## src/rtl/regfile_bypass_multi.sv

```systemverilog
// Decode-stage register file: two combinational read ports with write-through bypass,
// two write ports (port 1 wins), a per-register busy scoreboard and a sticky collision flag.
module regfile_bypass_multi #(
   parameter int DATA_W   = 16,
   parameter int NUM_REGS = 8,
   parameter int SEL_W    = $clog2(NUM_REGS),
   parameter int ZERO_REG = 0
) (
   input  logic              clk,
   input  logic              rst,
   input  logic [SEL_W-1:0]  read1RegSel,
   input  logic [SEL_W-1:0]  read2RegSel,
   output logic [DATA_W-1:0] read1Data,
   output logic [DATA_W-1:0] read2Data,
   output logic              read1Busy,
   output logic              read2Busy,
   input  logic              wr0En,
   input  logic [SEL_W-1:0]  wr0Sel,
   input  logic [DATA_W-1:0] wr0Data,
   input  logic              wr1En,
   input  logic [SEL_W-1:0]  wr1Sel,
   input  logic [DATA_W-1:0] wr1Data,
   input  logic              rsvEn,
   input  logic [SEL_W-1:0]  rsvSel,
   output logic              err
);

   logic [DATA_W-1:0]   regs_q [NUM_REGS];
   logic [DATA_W-1:0]   regs_d [NUM_REGS];
   logic [NUM_REGS-1:0] busy_q;
   logic [NUM_REGS-1:0] busy_d;
   logic                err_q;
   logic                err_d;

   logic wr0_eff;
   logic wr1_eff;
   logic rsv_eff;
   logic rd1_hit0;
   logic rd1_hit1;
   logic rd2_hit0;
   logic rd2_hit1;
   logic rd1_zero;
   logic rd2_zero;

   // Writes and reserves aimed at a hardwired zero register are dropped entirely.
   always_comb begin
      wr0_eff  = wr0En && !((ZERO_REG != 0) && (wr0Sel == '0));
      wr1_eff  = wr1En && !((ZERO_REG != 0) && (wr1Sel == '0));
      rsv_eff  = rsvEn && !((ZERO_REG != 0) && (rsvSel == '0));
      rd1_hit0 = wr0_eff && (wr0Sel == read1RegSel);
      rd1_hit1 = wr1_eff && (wr1Sel == read1RegSel);
      rd2_hit0 = wr0_eff && (wr0Sel == read2RegSel);
      rd2_hit1 = wr1_eff && (wr1Sel == read2RegSel);
      rd1_zero = (ZERO_REG != 0) && (read1RegSel == '0);
      rd2_zero = (ZERO_REG != 0) && (read2RegSel == '0);
   end

   // Order matters: port 1 overrides port 0, and a reserve overrides the busy clear.
   always_comb begin
      regs_d = regs_q;
      busy_d = busy_q;
      err_d  = err_q;
      if (wr0_eff) begin
         regs_d[wr0Sel] = wr0Data;
         busy_d[wr0Sel] = 1'b0;
      end
      if (wr1_eff) begin
         regs_d[wr1Sel] = wr1Data;
         busy_d[wr1Sel] = 1'b0;
      end
      if (rsv_eff) begin
         busy_d[rsvSel] = 1'b1;
      end
      if (wr0_eff && wr1_eff && (wr0Sel == wr1Sel)) begin
         err_d = 1'b1;
      end
      if (ZERO_REG != 0) begin
         regs_d[0] = '0;
         busy_d[0] = 1'b0;
      end
   end

   always_ff @(posedge clk) begin
      if (!rst) begin
         for (int i = 0; i < NUM_REGS; i++) begin
            regs_q[i] <= '0;
         end
         busy_q <= '0;
         err_q  <= 1'b0;
      end else begin
         regs_q <= regs_d;
         busy_q <= busy_d;
         err_q  <= err_d;
      end
   end

   always_comb begin
      read1Data = regs_q[read1RegSel];
      if (!rst || rd1_zero) begin
         read1Data = '0;
      end else if (rd1_hit1) begin
         read1Data = wr1Data;
      end else if (rd1_hit0) begin
         read1Data = wr0Data;
      end
   end

   always_comb begin
      read2Data = regs_q[read2RegSel];
      if (!rst || rd2_zero) begin
         read2Data = '0;
      end else if (rd2_hit1) begin
         read2Data = wr1Data;
      end else if (rd2_hit0) begin
         read2Data = wr0Data;
      end
   end

   // A write landing this cycle satisfies the dependency through the bypass.
   always_comb begin
      read1Busy = rst && busy_q[read1RegSel] && !(rd1_hit0 || rd1_hit1);
      read2Busy = rst && busy_q[read2RegSel] && !(rd2_hit0 || rd2_hit1);
   end

   assign err = err_q;

endmodule
```

## config.mk

```make
export PLATFORM = sky130hd
export DESIGN_NAME = regfile_bypass_multi
export DESIGN_NICKNAME = d
export VERILOG_FILES = /design/src/rtl/regfile_bypass_multi.sv
export SDC_FILE = /design/constraint.sdc
export NUM_CORES = 1
export LEC_CHECK = 0
export CORE_UTILIZATION = 55
export CTS_CLUSTER_SIZE = 20
export DETAILED_ROUTE_END_ITERATION = 16
export PLACE_DENSITY_LB_ADDON = 0.3
export SYNTH_ARGS = -nofsm -noshare
export SYNTH_HDL_FRONTEND = slang
export SYNTH_SLANG_ARGS = --single-unit
```

## constraint.sdc

```tcl
create_clock -name clk -period 6.6 [get_ports clk]
set_input_delay 1.98 -clock clk [delete_from_list [all_inputs] [get_ports clk]]
set_output_delay 1.98 -clock clk [all_outputs]
set_load 0.02 [all_outputs]
```

==> out/results.txt <==
Slew @ Worst Pin: 1240 ps
Unique masters post-synth: 34
Combinational share of power: 0.219
Largest net degree at the start of global routing: 51
Post-DP HPWL: 20200 um
Share of layout cells above drive strength 1: 0.125
Critical-path cell list: clkdlybuf4s50_1 -> xnor2_1 -> nand4_1 -> buf_4 -> o21ai_0 -> a31oi_1 -> clkdlybuf4s50_1
Setup bufs post-CTS: 0
Synth Net Count: 1086
CTS Buffer Depth: 2
Util after Layout: 0.647
Vias: 8699
Core Box Area: 17200 sq um
Root Driver: clkbuf_16
Critical path's most frequent cell: clkdlybuf4s50_1
Final Max Slew Viols: 0
Lkg Pwr: 6.00 nW
DRT Pass-1 Iters: 7
Final Hold Vio Count: 0
Internal Pwr Total: 0.00164 W
Fmax: 0.155 GHz
Clock sink total: 137
Critical path launch point type: input port
Worst-Skew Late Latency: 430 ps
Syn. warnings: 0
Clock-pin slew on the worst setup and hold paths: 60 ps
Critical-path top delay cell: clkdlybuf4s50_1
Final wirelength: 30900 um
Critical path class: in2out
R2R depth: 3
P_sw: 0.000664 W
Hold Path Depth: 1
Die area: 18200 sq um
Area leader, netlist: dfxtp_1
Post-CTS Hold Buffers: 0
Wirelength per Cell: 23.7 um
Final period util: 0.978
Count leader, synth: mux2i_1
#FFs+latches synth: 137
CTS buffer count: 17
Status: completed
Pwr/cell area: 207 nW/um^2
Gpl congestion: 0.906
CTS resizes: 0
WP data required: 4620 ps
Final ANT Viol Nets: 0
CTS tree: yes
DIE WIDTH: 135 um
CP max stage delay: 690 ps
CTS HTree Levels: 4
Setup TNS: 0 ps
Die extent in y: 135 um
Overflow after GRT: 0
Flop pwr share: 0.390
Io pins: 87
Post-synth ARST share: 0
Final clock skew: 0 ps
Area grow syn2layout: 15.0%
Mapped cell area: 9700 sq um
Clk pwr share: 0.391
Post-synth top area share: 0.283
Worst EP arrival: 4480 ps
Vias per std cell: 6.67
RSZ-0062 raised after global routing: no
Post-synth top flop: dfxtp_1
Post-synthesis sequential area ratio: 0.283
Cell Rows: 48
Nets: 1119
Number of max-cap violations: 0
First-pass GRT wire length: 47200 um
Peak VDD IR: 0.191 mV
Max-slew headroom: 0.173
Final setup viols: 0
Initial antenna violation count: 0
Switching share of power: 0.288
PortBufs: 86
Number of remaining DRC errors: 0
Top cells by area, synth: dfxtp_1 28%, mux2i_1 20%, o211a_1 13%, mux4_2 8.4%, nand2_1 6.3%
Drt first-iter violations: 904
Synth Area per Inst: 9.38 sq um
Type of destination of the critical path: primary output
Initial Util: 0.563
# diodes: 0
Post-synth EDFFs: 0
Post-Synthesis Cells: 1034
Commonest cells in the netlist: 194 x mux2i_1, 164 x nand2_1, 137 x dfxtp_1
Gr usage total: 0.346
Final min period: 6460 ps
Final hold slack: 473 ps
Worst min path class: reg2reg
CP max FO: 33
Vias in the first global route: 8332
[logic make-up (layout without fill, tap and decap cells)]
logic type	after synthesis	count (layout)	share of synthesized area
DFF	137	137	0.283
muxes	230	230	0.284
buffers and inverters	138	184	0.0829
and+or+nand+nor	278	278	0.134
AOI/OAI and AO/OA	236	236	0.203
xor gates and xnor gates	15	15	0.0135
[power groups by stage]
stage | Clock [W] | Sequential, W | Combinational [W]
6_report | 0.000902 | 0.000899 | 0.000505
5_1_grt | 0.000947 | 0.000903 | 0.000535
4_1_cts | 0.000908 | 0.000898 | 0.000497
3_5_place_dp | 0 | 0.000915 | 0.000493
3_3_place_gp | 0 | 0.000912 | 0.000488
2_1_floorplan | 0 | 0.000907 | 0.000338
[per-stage QoR]
step	instances	setup WS [ps]	power, W	cell area (sq um)
floorplan	1034	1400	0.00124	9700
global route	1305	64.0	0.00239	11200
CTS	1305	67.7	0.00230	11200
detailed placement	1273	84.0	0.00141	10600
global placement	1273	126	0.00140	10600
finish	1305	145	0.00231	11200
[flip-flops by register name, summed over array words and instances, names as in the netlist]
register  count
err           1
busy_q        8
regs_q      128
[metal layers]
layer	wire (um)	vias to the layer above	GRT usage
met3	2630	104	0.0604
met1	12300	4214	0.443
met4	1300	0	0.170
met2	14600	495	0.562
met5	0	-	0
li1	-	3886	-
[worst paths after layout]
check	start	slack (ps)	end
setup / recovery	read1RegSel[2]	140	read1Data[4]
setup reg to reg	regs_q[83]$_SDFF_PN0_	5750	regs_q[83]$_SDFF_PN0_
hold / removal	err$_SDFFE_PN0P_	470	err$_SDFFE_PN0P_
hold reg to reg	err$_SDFFE_PN0P_	470	err$_SDFFE_PN0P_
[critical path, delay by kind of cell]
| family | cells | cell delay (ps) |
|---|---|---|
| buf+inv | 3 | 1720 |
| xor+xnor | 1 | 240 |
| compound gates | 2 | 430 |
| simple gates | 1 | 100 |
[final cells by class]
cell class | instances | area (sq um)
fill | 1399 | 6080
clock inverter | 9 | 72.6
tap | 225 | 282
clock buffer | 23 | 478
timing repair buffer | 152 | 1430
multi-input combinational | 759 | 6150
sequential | 137 | 2740
[placed cells by master (no fill, tap or decap), drive strengths merged, types with 32 or more instances in the layout]
cell type	n
dfxtp	137
buf	69
mux4	36
o211a	128
nand2b	32
a31oi	32
nand2	164
a22oi	34
nand3	47
o21ai	32
clkdlybuf4s50	82
mux2i	194
No activity file was read; power rests on OpenSTA's default activity.
==> RTL edit (same flow settings) <==
`ZERO_REG`: 0 -> 1.
--- a/src/rtl/regfile_bypass_multi.sv
+++ b/src/rtl/regfile_bypass_multi.sv
@@ -5,5 +5,5 @@
    parameter int NUM_REGS = 8,
    parameter int SEL_W    = $clog2(NUM_REGS),
-   parameter int ZERO_REG = 0
+   parameter int ZERO_REG = 1
 ) (
    input  logic              clk,
Function: changed (a bounded check fails within 4 cycles, from zero or initial values and one cycle with rst low).
==> RTL edit against the original RTL <==
  * Wire length shrank 8.9%
  * Via count down 6.7%
  * Final area is 6.0% lower
  * Largest cell class unchanged
  * Cell count decreased by 6.2%
  * Worst setup slack got worse by 0.10 ns
  * Critical path type unchanged
  * Combinational power decreased by 7.5%
  * Highest routed layer unchanged
  * Sequential cell count shrank 17
  * Synthesized area down 11%
  * Global-route usage up 0.72 points
  * Register-to-register slack got worse by 0.02 ns
  * Power down 3.7%
==> RTL edit: results (changes against the original RTL) <==
| Metric | Value |
|---|---|
| Ys Warns | 0 (unchanged) |
| RD Place Congestion | 0.905 (about the same) |
| Leakage power | 6.15 nW (+2.5%) |
| Post-synthesis adder-cell area fraction | 0 (unchanged) |
| Post-synthesis sequential area ratio | 0.278 (-0.00447) |
| Crit path DAT | 4.57 ns (+0.09 ns) |
| Drt first pass iters | 6 (-1) |
| Max VDD drop | 0.000182 V (-4.6%) |
| Initial DRC Count | 1074 (+19%) |
| Share of layout cells above drive strength 1 | 0.150 (+0.0252) |
| First-pass GRT wire length | 43500 µm (-7.8%) |
| Dominant cells by area after synthesis | dfxtp_1, mux2i_1, o211a_1 |
| Max FFs per register | 112 (-13%) |
| Mux share of post-synthesis cell area | 0.282 (-0.00202) |
| Max clock buf depth | 2 (unchanged) |
| Avg Inst Size Synth | 9.04 µm² (-3.6%) |
| Synth cell count leaders | mux2i_1, nand2_1, dfxtp_1 |
| CP max FO | 11 (-67%) |
| Total track usage | 0.353 (+0.00720) |
| Post-Place Worst Slack | -0.114 ns (-0.198 ns) |
| Worst-Skew Late Latency | 0.42 ns |
| Compound-cell area share of the yosys netlist | 0.240 (+0.0374) |
| Initial antenna violation count | 1 (+1) |
| Slew headroom | 0.157 (-0.0160) |
| Drt via density | 6.63 (-0.49%) |
| Largest net degree at the start of global routing | 80 (+57%) |
| HPWL Detailed | 17400 µm (-14%) |
| Post-synth net total | 1007 (-7.3%) |
| Synth unique cells | 38 (+12%) |
| Status | finished, final reports clean |
| Layout fillers | 1184 (-15%) |
| Hold Crit Class | register to register |
| Final net count | 1051 (-6.1%) |
| Vias in the first global route | 7659 (-8.1%) |
| Synth Area in XOR/XNOR | 0.0152 (+0.00167) |
| Per-cell routed wire length | 23.0 µm (-2.9%) |
==> RTL edit: cell types whose count changed after synthesis, moves of 31 or more <==
cell | unedited run | this run
mux4_2 | 36 | 4
a31oi_1 | 32 | 0
a211oi_1 | 0 | 31
a221oi_1 | 0 | 52
nor2_1 | 6 | 37
mux2_2 | 0 | 32
nand2_1 | 164 | 123
nand2b_1 | 32 | 0
==> RTL edit: layout make-up <==
class / count / area share
multi-input cells: 702 / 0.539
diodes: 1 / 0.000239
well taps: 211 / 0.0252
clock inverters: 8 / 0.0112
clock buffers: 24 / 0.0469
repair buffers: 158 / 0.149
flip-flops and latches: 120 / 0.229
==> RTL edit: kinds of logic (layout without fill, tap and decap cells) <==
family	Yosys count	in the layout
other cells	0	1
xor+xnor	15	15
compound gates	232	232
flops	120	120
mux	234	234
simple gates	221	221
buf+inv	133	190
==> RTL edit: worst paths after layout <==
kind,startpoint,end,slack (ns),depth (start not counted)
worst max-delay path,wr0Sel[0],read2Data[15],0.05,8
worst min-delay path,err,err,0.49,1
worst max register to register,regs_q[96],regs_q[96],5.73,3
worst min register to register,err,err,0.49,1
==> RTL edit: metal layers <==
metal,routed length (µm),global-route usage,vias to the layer above,part of all wire
met5,0,0,-,0
met4,967,0.177,0,0.034
met3,2690,0.0729,83,0.095
met2,12900,0.557,497,0.46
met1,11600,0.457,3873,0.41
li1,-,-,3666,-
==> RTL edit: worst max-delay path, stage by stage <==
cell	delay (ns)
clkdlybuf4s50_1	0.62
o31ai_2	0.14
buf_4	0.15
nor4_2	0.28
buf_4	0.24
a21oi_1	0.09
a211oi_1	0.38
clkdlybuf4s50_1	0.69
==> RTL edit: power breakdown <==
group / switching [mW] / internal (mW)
combinational: 0.255 / 0.212
clock: 0.333 / 0.631
sequential: 0.0283 / 0.761
total: 0.616 / 1.60
==> RTL edit: per-stage QoR <==
stage | std cells | cell area, µm²
3_5_place_dp | 1191 | 9790
2_1_floorplan | 955 | 8630
4_1_cts | 1223 | 10400
5_1_grt | 1224 | 10500
3_3_place_gp | 1191 | 9790
6_report | 1224 | 10500
==> RTL edit: timing repair <==
item                       CTS  global route
gates resized for setup      7            27
setup buffers                0             0
pin swaps                    0             0
cloned                       0             0
setup endpoints to repair   11            26
